`src/rtl/fifo_arb_pkg.sv`:
```
// Shared types for the packet-locked FIFO write arbiter: FSM state encoding
// and the grant index width derived from the requester count.
package fifo_arb_pkg;

    typedef enum logic [0:0] {
        IDLE  = 1'b0,
        GRANT = 1'b1
    } arb_state_e;

    // Index width for a requester count; a single requester still needs one bit.
    function automatic int id_width(input int nreq);
        return (nreq <= 1) ? 1 : $clog2(nreq);
    endfunction

endpackage

```
`src/rtl/rr_arbiter.sv`:
```
// Rotating-priority selector: combinational, zero latency, no backpressure.
// Search starts one past last_grant and wraps, so the previous winner ranks last.
module rr_arbiter
    import fifo_arb_pkg::*;
#(
    parameter int NREQ = 4,
    parameter int IDW  = id_width(NREQ)
) (
    input  logic [NREQ-1:0] req,
    input  logic [IDW-1:0]  last_grant,
    output logic [IDW-1:0]  winner,
    output logic            any_req
);

    int  idx;
    logic found;

    assign any_req = |req;

    always_comb begin
        winner = '0;
        found  = 1'b0;
        idx    = 0;
        for (int k = 1; k <= NREQ; k++) begin
            idx = (int'(last_grant) + k) % NREQ;
            if (!found && req[idx[IDW-1:0]]) begin
                winner = idx[IDW-1:0];
                found  = 1'b1;
            end
        end
    end

endmodule

```
`src/rtl/fifo_wr_arbiter.sv`:
```
// Packet-locked round-robin writer into a FIFO: one arbitration cycle, then data passes with zero latency.
// fifo_full stalls the owner (ready and push drop); the grant is held until the owner's last beat is accepted.
module fifo_wr_arbiter
    import fifo_arb_pkg::*;
#(
    parameter int WIDTH = 8,
    parameter int NREQ  = 4
) (
    input  logic                      clk,
    input  logic                      rst,
    input  logic [NREQ-1:0]           req_valid,
    input  logic [NREQ-1:0]           req_last,
    input  logic [NREQ*WIDTH-1:0]     req_data,
    output logic [NREQ-1:0]           req_ready,
    input  logic                      fifo_full,
    output logic                      fifo_push,
    output logic [WIDTH-1:0]          fifo_data,
    output logic [$clog2(NREQ)-1:0]   grant_id,
    output logic                      busy
);

    localparam int IDW = id_width(NREQ);

    arb_state_e       state;
    logic [IDW-1:0]   last_grant;
    logic [IDW-1:0]   winner;
    logic             any_req;
    logic             accept;
    logic             last_beat;

    rr_arbiter #(
        .NREQ (NREQ),
        .IDW  (IDW)
    ) u_rr (
        .req        (req_valid),
        .last_grant (last_grant),
        .winner     (winner),
        .any_req    (any_req)
    );

    assign busy      = (state == GRANT);
    assign accept    = busy && req_valid[grant_id] && !fifo_full;
    assign last_beat = accept && req_last[grant_id];
    assign fifo_push = accept;
    assign fifo_data = req_data[grant_id*WIDTH +: WIDTH];

    // Only the owner sees ready; it tracks fifo_full even while the owner is idle.
    always_comb begin
        req_ready = '0;
        if (busy && !fifo_full) begin
            req_ready[grant_id] = 1'b1;
        end
    end

    always_ff @(posedge clk or posedge rst) begin
        if (rst) begin
            state      <= IDLE;
            grant_id   <= '0;
            last_grant <= IDW'(NREQ - 1);
        end else begin
            case (state)
                IDLE: begin
                    if (any_req) begin
                        grant_id <= winner;
                        state    <= GRANT;
                    end
                end
                GRANT: begin
                    if (last_beat) begin
                        last_grant <= grant_id;
                        state      <= IDLE;
                    end
                end
                default: state <= IDLE;
            endcase
        end
    end

endmodule

```
`config.mk`:
```
export PLATFORM = sky130hd
export DESIGN_NAME = fifo_wr_arbiter
export DESIGN_NICKNAME = d
export VERILOG_FILES = /design/src/rtl/fifo_arb_pkg.sv /design/src/rtl/rr_arbiter.sv /design/src/rtl/fifo_wr_arbiter.sv
export SDC_FILE = /design/constraint.sdc
export NUM_CORES = 1
export LEC_CHECK = 0
export CORE_MARGIN = 4
export CORE_UTILIZATION = 32
export CTS_CLUSTER_SIZE = 8
export DETAILED_ROUTE_END_ITERATION = 12
export PLACE_DENSITY = 0.91
export SLEW_MARGIN = 20
export SYNTH_ARGS = -nofsm -noshare
export SYNTH_HDL_FRONTEND = slang
export SYNTH_HIERARCHICAL = 1
export SYNTH_SLANG_ARGS = --single-unit
export TNS_END_PERCENT = 10
```
`constraint.sdc`:
```
create_clock -name clk -period 2.1 [get_ports clk]
set_input_delay 0.315 -clock clk [delete_from_list [all_inputs] [get_ports clk]]
set_output_delay 0.315 -clock clk [all_outputs]
set_load 0.005 [all_outputs]
```
==> reports/qor.txt <==
Worst VDD drop: 1039 uV
Skew-Pair Late Insertion Delay: 240 ps
Period utilisation layout: 0.9881
Non-filler cells, final: 151
Sw Share: 0.3422
Final nets: 170
Vias in the first global route: 771
Yosys top cell area share: 0.2897
Least-Margin Pin Slew: 249.8 ps
Tot GR Track Use: 0.2037
Syn_nets: 99
Fillers: 115
Maximum clock path buffer count: 2
H-tree levels: 1
PortBufs: 58
Wirelength per Cell: 18.77 um
Setup TNS: 0 ps
Net switching power figure: 0.4460 mW
Via density: 5.026
Detail Placement HPWL: 2222 um
Chip height: 52.08 um
Layout cell share with drive strength beyond 1: 0.2698
Max-cap violations: 0
Area grow syn2layout: 114.9%
Max transition margin: 0.8287
Final Skew: 5.941 ps
Fraction of registers with async set/reset: 1.000
Hold_buf cts: 0
Post-synth design cell area: 621.8 um2
Worst Path Arrival: 1760 ps
DRT iter0 DRCs: 17
Post-Route WL: 2835 um
Avg Inst Size Synth: 11.10 um2
Setup WS post-layout: 25.09 ps
Number of CTS-inserted buffers: 3
Reg power frac: 0.170
TritonCTS clock tree: yes
Synth area leader: mux4_2
Post-synth EDFFs: 0
Critical path fanouts, max: 13
Worst min path class: in2async
Static leakage: 0.5774 nW
Final hold viol count: 0
Initial Util: 0.3488
Top_reg_cell synth: dfrtp_1
Sequential-to-total area share from yosys stat: 0.2052
PwrDens: 975.3 nW/um2
Root Buffer: clkbuf_4
Dominant cells by area after synthesis: mux4_2, dfrtp_1, dfstp_2
Power Internal: 0.8573 mW
Drt first pass iters: 4
Highest clock rate: 481.9 MHz
GPL Wtd Cong: 0.8048
Placed Cells: 144
Cells after Synth: 56
Setup-failing EPs final: 0
Die area: 2712 um2
Type of origin of the critical path: flip-flop
Core Region: 1783 um2
Synth unique cells: 29
CTS clock-pin slew for the worst setup and hold paths: 40 ps
Clock power frac: 0.086
# IOs: 59
Rows: 15
Via Count: 759
Final slew viol count: 0
Antenna Nets Post-Route: 0
CP endpoint kind: primary output
Minimum clock period: 2075 ps
Seq cells post-synth: 5
Die X: 52.08 um
Ys Warns: 6
First-pass GRT wire length: 4022 um
Crit path kind: reg2out
WHS: 297.4 ps
CTS Sinks: 5
Req. time, crit path: 1780 ps
Dpl ws: -54.37 ps
Antenna Cells: 0
Status: finished, final reports clean
Logic pwr share: 0.744
Gr ovfl total: 0
Largest net degree at the start of global routing: 16
Initial antenna violation count: 0
Post-route DRC: 0
[power groups by stage]
stage	sequential (mW)	combinational (mW)	clock, mW
finish	0.222	0.970	0.112
global route	0.229	1.04	0.122
global placement	0.216	0.938	0
CTS	0.220	0.941	0.115
floorplan	0.198	0.515	0
detailed placement	0.220	0.958	0
[critical path: stages (launching register included)]
cell,delay [ps]
dfrtp_1,390
buf_12,160
mux4_2,500
clkdlybuf4s50_1,470
[path summary, 6_finish.rpt]
check                              start             to  slack [ps]  cells past startpoint
max in group asynchronous            rst  last_grant[0]        1570                      2
hold / removal                       rst           busy         300                      2
setup / recovery             grant_id[0]   fifo_data[7]          30                      3
hold reg to reg            last_grant[0]  last_grant[0]         550                      1
min in group clk           last_grant[0]  last_grant[0]         550                      1
setup reg to reg             grant_id[1]  last_grant[1]         500                      4
[cells by family after synthesis]
family	synth area share
flip-flops	0.2052
AND/OR/NAND/NOR	0.1751
multiplexers	0.4286
AO/OA/AOI/OAI	0.1227
buffers and inverters	0.06839
[per-layer routing]
metal  vias to the layer above  wire length [um]  GRT usage
li1                        353                 -          -
met1                       362              1213     0.2473
met2                        44              1334     0.3515
met3                         0               287    0.08023
met4                         0                 0    0.01310
met5                         -                 0          0
[cell type report]
type	instances	area [um2]	share of cell area
multi-input combinational	44	451.7	0.3380
clock buffer	4	26.28	0.01966
sequential	5	127.6	0.09551
timing repair buffer	70	688.2	0.5150
inverter	3	11.26	0.008427
tap	25	31.28	0.02341
[flip-flops by register name (all words and copies together) (netlist names)]
| name | count |
|---|---|
| grant_id | 2 |
| last_grant | 2 |
| busy | 1 |
[timing repair]
item	CTS	global route
buffers inserted	0	3
gates resized for setup	4	4
cloned	0	0
setup endpoints to repair	4	7
[Yosys cell counts, types with 2 or more instances]
master and number:
inv_1 3, mux4_2 8, nand2_1 4, buf_4 2
dfrtp_1 3, mux2i_1 3, nor2_1 5, nor3_1 2
a21oi_1 3, mux2_4 3, dfstp_2 2
[placed cells by master, fill, tap and decap left out, types with 2 or more instances in the layout]
cell	count
inv_1	3
dfrtp_1	3
dfstp_2	2
nand2_1	4
mux4_2	8
buf_4	11
nor3_1	2
nor2_1	5
mux2i_1	3
mux2_4	3
a21oi_1	3
clkdlybuf4s50_1	50
clkbuf_4	3
dlygate4sd2_1	4
dlymetal6s2s_1	4
[stage by stage]
stage               total power, mW  cell area (um2)  utilization
floorplan                    0.7139            621.8            -
global placement              1.154             1282       0.7193
detailed placement            1.178             1282       0.7193
CTS                           1.276             1304       0.7312
global route                  1.390             1336       0.7495
finish                        1.303             1336       0.7495
Power figures use the tool's default switching activity.
